**src/rtl/shift_stream_pkg.sv**
```systemverilog
// Shared types and helpers for the shift_stream round-robin scheduler.
package shift_stream_pkg;

    typedef enum logic {
        IDLE = 1'b0,
        BUSY = 1'b1
    } state_e;

    localparam int MAX_SRC = 16;

    function automatic int src_width(input int n);
        return (n > 1) ? $clog2(n) : 1;
    endfunction

    function automatic int len_width(input int max_burst);
        return $clog2(max_burst + 1);
    endfunction

    // First set bit of req scanning upward from last+1 with wrap-around; last itself is checked last.
    function automatic logic [3:0] rr_pick(input logic [MAX_SRC-1:0] req,
                                           input logic [3:0]         last,
                                           input int                 n);
        logic [3:0] idx;
        logic [3:0] cand;
        logic       found;
        idx   = last;
        found = 1'b0;
        for (int k = 1; k <= MAX_SRC; k++) begin
            if (k <= n && !found) begin
                cand = 4'((int'(last) + k) % n);
                if (req[cand]) begin
                    idx   = cand;
                    found = 1'b1;
                end
            end
        end
        return idx;
    endfunction

endpackage

```
**src/rtl/rr_arbiter_core.sv**
```systemverilog
// Combinational round-robin picker: returns the next requester after last_grant.
module rr_arbiter_core
    import shift_stream_pkg::*;
#(
    parameter  int NUM_SRC = 4,
    localparam int SRC_W   = src_width(NUM_SRC)
) (
    input  logic [NUM_SRC-1:0] req,
    input  logic [SRC_W-1:0]   last_grant,
    output logic [SRC_W-1:0]   idx,
    output logic               any_req
);

    logic [MAX_SRC-1:0] req_ext;
    logic [3:0]         last_ext;
    logic [3:0]         pick;

    always_comb begin
        req_ext                   = '0;
        req_ext[NUM_SRC-1:0]      = req;
        last_ext                  = '0;
        last_ext[SRC_W-1:0]       = last_grant;
        pick                      = rr_pick(req_ext, last_ext, NUM_SRC);
        idx                       = pick[SRC_W-1:0];
        any_req                   = |req;
    end

endmodule

```
**src/rtl/shift_stream_scheduler.sv**
```systemverilog
// Round-robin scheduler sharing one shift_stream datapath between NUM_SRC AXI-Stream sources.
module shift_stream_scheduler
    import shift_stream_pkg::*;
#(
    parameter  int NUM_SRC         = 4,
    parameter  int DATA_BUS_WIDTH  = 4,
    parameter  int MAX_BURST       = 8,
    localparam int FULL_DATA_WIDTH = 8 * DATA_BUS_WIDTH,
    localparam int SRC_W           = src_width(NUM_SRC),
    localparam int LEN_W           = len_width(MAX_BURST)
) (
    input  logic                                    clk_i,
    input  logic                                    areset_ni,
    input  logic [NUM_SRC-1:0]                      s_tvalid_i,
    output logic [NUM_SRC-1:0]                      s_tready_o,
    input  logic [NUM_SRC-1:0][FULL_DATA_WIDTH-1:0] s_tdata_i,
    input  logic [NUM_SRC-1:0]                      s_tlast_i,
    input  logic [LEN_W-1:0]                        burst_len_i,
    output logic                                    m_tvalid_o,
    input  logic                                    m_tready_i,
    output logic [FULL_DATA_WIDTH-1:0]              m_tdata_o,
    output logic                                    m_tlast_o,
    output logic [SRC_W-1:0]                        m_tid_o,
    output logic [NUM_SRC-1:0]                      grant_o
);

    function automatic logic [LEN_W-1:0] clamp_len(input logic [LEN_W-1:0] len);
        logic [LEN_W-1:0] res;
        res = len;
        if (len == '0)
            res = LEN_W'(1);
        else if (len > LEN_W'(MAX_BURST))
            res = LEN_W'(MAX_BURST);
        return res;
    endfunction

    state_e               state_q, state_d;
    logic [SRC_W-1:0]     grant_q, grant_d;
    logic [SRC_W-1:0]     last_grant_q, last_grant_d;
    logic [LEN_W-1:0]     cnt_q, cnt_d;

    logic                       vld_p1;
    logic [FULL_DATA_WIDTH-1:0] data_p1;
    logic                       last_p1;
    logic [SRC_W-1:0]           tid_p1;

    logic [SRC_W-1:0]     pick_idx;
    logic                 any_req;
    logic                 can_load;
    logic                 accept;
    logic                 beat_last;

    rr_arbiter_core #(
        .NUM_SRC (NUM_SRC)
    ) u_arb (
        .req        (s_tvalid_i),
        .last_grant (last_grant_q),
        .idx        (pick_idx),
        .any_req    (any_req)
    );

    assign can_load  = !vld_p1 || m_tready_i;
    assign accept    = (state_q == BUSY) && s_tvalid_i[grant_q] && can_load;
    // A grant ends on the source's tlast or on the last beat of the sampled burst.
    assign beat_last = s_tlast_i[grant_q] || (cnt_q == LEN_W'(1));

    always_comb begin
        state_d      = state_q;
        grant_d      = grant_q;
        last_grant_d = last_grant_q;
        cnt_d        = cnt_q;
        s_tready_o   = '0;
        grant_o      = '0;
        case (state_q)
            IDLE: begin
                if (any_req) begin
                    grant_d = pick_idx;
                    cnt_d   = clamp_len(burst_len_i);
                    state_d = BUSY;
                end
            end
            BUSY: begin
                s_tready_o[grant_q] = can_load;
                grant_o[grant_q]    = 1'b1;
                if (accept) begin
                    cnt_d = cnt_q - LEN_W'(1);
                    if (beat_last) begin
                        state_d      = IDLE;
                        last_grant_d = grant_q;
                    end
                end
            end
            default: state_d = IDLE;
        endcase
    end

    always_ff @(posedge clk_i) begin
        if (!areset_ni) begin
            state_q      <= IDLE;
            grant_q      <= '0;
            last_grant_q <= SRC_W'(NUM_SRC - 1);
            cnt_q        <= '0;
        end else begin
            state_q      <= state_d;
            grant_q      <= grant_d;
            last_grant_q <= last_grant_d;
            cnt_q        <= cnt_d;
        end
    end

    // Stage p1: one-entry output register, reloaded in the same cycle it drains.
    always_ff @(posedge clk_i) begin
        if (!areset_ni) begin
            vld_p1  <= 1'b0;
            data_p1 <= '0;
            last_p1 <= 1'b0;
            tid_p1  <= '0;
        end else if (accept) begin
            vld_p1  <= 1'b1;
            data_p1 <= s_tdata_i[grant_q];
            last_p1 <= beat_last;
            tid_p1  <= grant_q;
        end else if (m_tready_i) begin
            vld_p1  <= 1'b0;
        end
    end

    assign m_tvalid_o = vld_p1;
    assign m_tdata_o  = data_p1;
    assign m_tlast_o  = last_p1;
    assign m_tid_o    = tid_p1;

endmodule

```
**config.mk**
```make
export PLATFORM = sky130hd
export DESIGN_NAME = shift_stream_scheduler
export DESIGN_NICKNAME = d
export VERILOG_FILES = /design/src/rtl/shift_stream_pkg.sv /design/src/rtl/rr_arbiter_core.sv /design/src/rtl/shift_stream_scheduler.sv
export SDC_FILE = /design/constraint.sdc
export NUM_CORES = 1
export LEC_CHECK = 0
export ABC_AREA = 1
export ABC_CLOCK_PERIOD_IN_PS = 3400
export CORE_MARGIN = 5
export CORE_UTILIZATION = 39
export DETAILED_ROUTE_END_ITERATION = 16
export GPL_TIMING_DRIVEN = 0
export PLACE_DENSITY = 0.86
export SYNTH_ARGS = -nofsm -noshare
export SYNTH_HDL_FRONTEND = slang
export SYNTH_SLANG_ARGS = --single-unit
```
**constraint.sdc**
```tcl
create_clock -name clk_i -period 3.4 [get_ports clk_i]
set_input_delay 0.68 -clock clk_i [delete_from_list [all_inputs] [get_ports clk_i]]
set_output_delay 0.68 -clock clk_i [all_outputs]
set_load 0.05 [all_outputs]
```
## Word-level counts from Yosys, hierarchy flattened

Index checks and enable logic that the tools add are counted.

- Add/subtract/negate cells: 5
- $mul: 0
- Div/mod/pow operators: 0
- Magnitude comparators: 7
- Eq/ne operators: 3
- Shift-type cells: 0
- Multiplexer cells: 41
- Bitwise gates (word level): 6
- Reductions and logical operators: 16

Operators by type and width:

| operator | number |
|---|---|
| binary-select mux 32 bit (select 2 bit) | 1 |
| 2-to-1 mux 32 bit | 1 |
| 2-to-1 mux 4 bit | 6 |
| less-than comparator 4 x 5 -> 1 bit, second input constant | 4 |
| 2-to-1 mux 1 bit | 17 |
| 2-to-1 mux 2 bit | 7 |
| binary-select mux 1 bit (select 3 bit) | 4 |
| one-hot mux 4 bit (2 select lines) | 1 |
| OR reduction 2 bit | 4 |
| adder 2 x 1 -> 2 bit, second input constant | 2 |
| adder 2 bit, second input constant | 2 |
| bitwise AND 1 bit, first input constant | 4 |
| bitwise AND 4 bit | 1 |
| binary-select mux 1 bit (select 2 bit) | 2 |
| == test 4 x 1 -> 1 bit, second input constant | 1 |
| > comparator 4 bit, second input constant | 1 |
| logical NOT 4 bit | 1 |
| AND reduction 2 bit | 2 |
| OR reduction 4 bit | 1 |
| subtractor 4 x 1 -> 4 bit, second input constant | 1 |
| logical AND 1 bit | 3 |
| less-than comparator 2 x 3 -> 1 bit, second input constant | 1 |
| AND reduction 3 bit | 1 |
| demux 1 bit (select 2 bit) | 1 |
| 8 further kinds | 9 |

- Register bits after elaboration: 45
- Latch bits: 0
- Bits in writable memories: 0
- ROM bits: 0
- Output and inout port bits: 44
- Memories kept: 0

## Longest topological paths before layout

Gate-level depths: netlist of the first run.

- Depth after elaboration: 12
- Depth in mapped cells: 11
- Depth with buffers taken out: 10

## Modules after synthesis

From an unflattened synthesis of the first run, not the netlist that was laid out.

- Cells, all modules: 485
- Area total of the unflattened synthesis: 2992.9 um^2

By module, submodules not included:

| module | instances | cells each | area each (um^2) | seq. area each (um^2) |
|---|---|---|---|---|
| shift_stream_scheduler | 1 | 438 | 2760.1 | 900.9 |
| rr_arbiter_core | 1 | 47 | 232.7 | 0.0 |

## Least setup slack after synthesis of the first run

OpenSTA, ideal clock, no wires.

- Path type: reg-to-output
- From: register grant_q[0]
- To: output s_tready_o[2]
- Arrival time: 2.092 ns
- Path slack: 0.628 ns
- Cell stages (with the launch flop): 6
- Path buffers: 2
- Path through: dfxtp_1 -> buf_4 -> nor2_2 -> clkbuf_1 -> inv_1 -> nor3_1

- Word-level cells in the longest chain between the ends: 6
- Elaborated cells on any way between the ends: 7

Ends and longest elaborated chain:

| what | line | RTL |
|---|---|---|
| start, declared | shift_stream_scheduler.sv:38 | `logic [SRC_W-1:0] grant_q, grant_d;` |
| start signal, assigned | shift_stream_scheduler.sv:105 | `grant_q <= grant_d;` |
| less-than comparator 2 x 3 -> 1 bit (not written as such) or >= comparator 2 x 1 -> 1 bit (tied branches) | shift_stream_scheduler.sv:83 | `s_tready_o[grant_q] = can_load;` |
| logical AND 1 bit (not written as such) | shift_stream_scheduler.sv:83 |  |
| 2-to-1 mux 1 bit (not written as such) | shift_stream_scheduler.sv:83 |  |
| demux 1 bit (select 2 bit) (*) | shift_stream_scheduler.sv:83 |  |
| bitwise AND 4 bit (no source line) (*) | - |  |
| 2-to-1 mux 4 bit (*) | shift_stream_scheduler.sv:74 | `case (state_q)` |
| end, declared | shift_stream_scheduler.sv:15 | `output logic [NUM_SRC-1:0] s_tready_o,` |

Mark *: on every way between the ends. The rest lies on a longest branch, timed or not.

## Final worst setup path of the first run

- From: register grant_q[1]
- To: output grant_o[3]

- Word-level cells in the longest chain between the ends: 5
- Elaborated cells on any way between the ends: 6

Ends and longest elaborated chain:

| what | line | RTL |
|---|---|---|
| less-than comparator 2 x 3 -> 1 bit (not written as such) or >= comparator 2 x 1 -> 1 bit (tied branches) | shift_stream_scheduler.sv:84 | `grant_o[grant_q] = 1'b1;` |
| logical AND 1 bit (not written as such) | shift_stream_scheduler.sv:84 |  |
| 2-to-1 mux 1 bit (not written as such) | shift_stream_scheduler.sv:84 |  |
| demux 1 bit (select 2 bit) (*) | shift_stream_scheduler.sv:84 |  |
| 2-to-1 mux 4 bit (*) | shift_stream_scheduler.sv:74 |  |
| end, declared | shift_stream_scheduler.sv:24 | `output logic [NUM_SRC-1:0] grant_o` |

Marked as above.

==> results of run 1 <==
per-layer routing:
| metal | up-vias | global-route usage | part of all wire |
|---|---|---|---|
| met4 | 0 | 0.1202 | 0.033 |
| met5 | - | 0 | 0 |
| met1 | 1851 | 0.2863 | 0.37 |
| li1 | 1961 | - | - |
| met2 | 188 | 0.4548 | 0.51 |
| met3 | 29 | 0.07340 | 0.087 |
power by group through the flow:
stage | combinational, W | sequential, W | clock [W]
after detailed placement | 0.000947 | 0.000625 | 0
final | 0.000948 | 0.000614 | 0.000420
after global placement | 0.000932 | 0.000622 | 0
after CTS | 0.000949 | 0.000614 | 0.000424
after floorplan | 0.000425 | 0.000755 | 0
after global routing | 0.00103 | 0.000620 | 0.000457
flip-flops by register name, indices dropped and copies added (netlist names):
name,count
m_tid_o,2
m_tvalid_o,1
state_q,1
grant_q,2
m_tlast_o,1
m_tdata_o,32
last_grant_q,2
cnt_q,4
synthesized netlist by cell type (all sizes together), types with 2 or more instances:
cell type  instances
ha                 2
nor2              23
nand3             86
dfxtp             45
nor3               4
nand2            169
o21ai              6
buf               15
o22ai              2
a21oi             43
clkbuf            20
nand4             33
inv               25
critical path, stage by stage (launching register included):
cell	delay [ns]
dfxtp_1	0.42
buf_2	0.29
buf_1	0.45
nand2_1	0.13
nor2_1	0.11
clkdlybuf4s50_1	0.80
area by class of cell:
type | instances | area [um2] | area share
Buffer | 35 | 158.9 | 0.03220
Clock buffer | 7 | 86.33 | 0.01749
Clock inverter | 1 | 30.03 | 0.006085
Inverter | 25 | 96.34 | 0.01952
Multi-Input combinational cell | 369 | 1682 | 0.3408
Sequential cell | 45 | 900.9 | 0.1826
Tap cell | 99 | 123.9 | 0.02510
Timing Repair Buffer | 185 | 1857 | 0.3763
repair_timing:
item,in CTS,in global routing
gates resized for setup,1,2
hold buffers,0,0
gates cloned,0,0
endpoints found under the setup margin,1,2
how the worst max path moves through the flow:
| stage | from | to | slack, ns | cells past startpoint |
|---|---|---|---|---|
| floorplan | grant_q[0]$_SDFFE_PN0P_ | s_tready_o[2] | 0.63 | 5 |
| global placement | grant_q[0]$_SDFFE_PN0P_ | s_tready_o[2] | 0.35 | 6 |
| detailed placement | grant_q[0]$_SDFFE_PN0P_ | s_tready_o[2] | 0.31 | 6 |
| CTS | grant_q[1]$_SDFFE_PN0P_ | s_tready_o[3] | 0.10 | 5 |
| global route | grant_q[1]$_SDFFE_PN0P_ | s_tready_o[0] | 0.03 | 5 |
| finish | grant_q[1]$_SDFFE_PN0P_ | grant_o[3] | 0.20 | 5 |
stage by stage:
| stage | cells | worst slack (ns) |
|---|---|---|
| 2_1_floorplan | 474 | 0.6281 |
| 3_3_place_gp | 758 | 0.3480 |
| 3_5_place_dp | 758 | 0.3134 |
| 4_1_cts | 766 | 0.1007 |
| 5_1_grt | 766 | 0.02630 |
| 6_report | 766 | 0.2049 |
logic make-up after synthesis:
family / count (synthesis) / share of synthesized area
AO/OA/AOI/OAI: 51 / 0.09087
adder cells (fa/ha/maj): 2 / 0.008821
buffers and inverters: 60 / 0.08954
flip-flops: 45 / 0.3176
AND/OR/NAND/NOR: 316 / 0.4932
==> impl_metrics.json, run 1 <==
{
  "crit-reg2reg-launch": "grant_q[1]$_SDFFE_PN0P_",
  "synth_flop_cell": "dfxtp_1",
  "syn_area_mm2": 0.002836,
  "cts-root-buf": "clkbuf_8",
  "routed_via_density": 5.260,
  "hold_violations": 0,
  "dp_hpwl_um": 9362,
  "place_area_mm2": 0.004812,
  "vdd_drop_max_mv": 0.2573,
  "track_usage": 0.2587,
  "worstReg2RegEnd": "m_tdata_o[4]$_SDFFE_PN0P_",
  "powerDensity_mw_per_mm2": 401.6,
  "synthCells": 474,
  "vias": 4029,
  "antenna_found_initial": 0,
  "ys_top_cells_by_area": "dfxtp_1 (32%), nand2_1 (22%), nand3_1 (15%)",
  "gp_congestion": 0.9367,
  "cts_buffers": 5,
  "final_common_cell": "clkdlybuf4s50_1",
  "die_area_mm2": 0.009078,
  "netSwitchingFraction": 0.3943,
  "boundaryPins": 187,
  "whs_ns": 0.4628,
  "overflow": 0,
  "path_max_fanout": 10,
  "netlist.area_leader.share": 0.3176,
  "min_path_cells": 2,
  "post-route-period-util": 0.9397,
  "routedWlPerCell_um": 15.12,
  "rsz0062_at_grt": "no",
  "worst_slew_pin_slew_ns": 0.5614,
  "synthArstFlopShare": 0,
  "io_buffers": 185,
  "syn_nets": 619,
  "grt_pass1_wl_um": 18370,
  "endpoint_kind": "output pin",
  "drtPass1Iterations": 5,
  "cp.arrival_ns": 2.52,
  "area_growth_pct": 73.97,
  "final_max_slew_viol_count": 0,
  "cts_tree": "yes",
  "grt_pass1_vias": 4034,
  "period_needed_ns": 3.195,
  "r2r_setup_slack_ns": 1.61,
  "yosys_warnings": 0,
  "power_leakage_nw": 1.946,
  "cts_setup_buffers": 0,
  "synth_area_leader_cell": "dfxtp_1",
  "num-fill-cells": 623,
  "path_clk_slew_ns": 0.08,
  "critPathLaunchType": "register",
  "start_util": 0.3953,
  "outcome": "complete, no violations",
  "initialDrtViolationCount": 178,
  "final_cell_mix": "clkdlybuf4s50_1 (183), nand2_1 (168), nand3_1 (86), dfxtp_1 (45), a21oi_1 (43)",
  "p_sw_w": 0.0007815,
  "die-width_um": 95.28,
  "pwr-share-comb": 0.478,
  "drive_gt1_frac": 0.04198,
  "wl_um": 11590,
  "fin_setup_tns_ns": 0,
  "num-nets-final": 811,
  "insertion_delay_ns": 0.30,
  "final_util": 0.6877,
  "min_path_type": "register to register",
  "synth-seq-cells": 45,
  "std_cell_rows": 31,
  "avgSynthCellArea_um2": 5.984,
  "drc": 0,
  "antenna_cells": 0,
  "slew_headroom": 0.6246,
  "final_cell_area_mm2": 0.004935,
  "coreArea_mm2": 0.007176,
  "internal_power_w": 0.001201,
  "cts.sinks": 45,
  "skew_ns": 0.003163,
  "synth.yosys.seq_area_share": 0.3176,
  "worstHoldStart": "m_tlast_o$_SDFFE_PN0P_",
  "reg2reg_depth": 7,
  "synth_edf_count": 0,
  "p_clk_frac": 0.212,
  "h-tree-depth": 2,
  "min_to": "m_tlast_o$_SDFFE_PN0P_",
  "grt_max_degree": 14,
  "required_ns": 2.72,
  "die_h_um": 95.28,
  "seqPwrFrac": 0.310,
  "clock.fmax_ghz": 0.3130,
  "power_w": 0.001982,
  "cap_violations": 0,
  "synth.distinct_cells": 21,
  "setup_viol": 0,
  "drtAntennaViolNets": 0,
  "cts_buffer_depth": 2,
  "crit_type": "register to output pin"
}
(Power assumes the default switching activity.)
==> run 2: changes to the inputs <==
Settings changed: CAP_MARGIN set to 25.
==> results of run 2 <==
Final layout, timing and power as in run 1 (identical DEF).
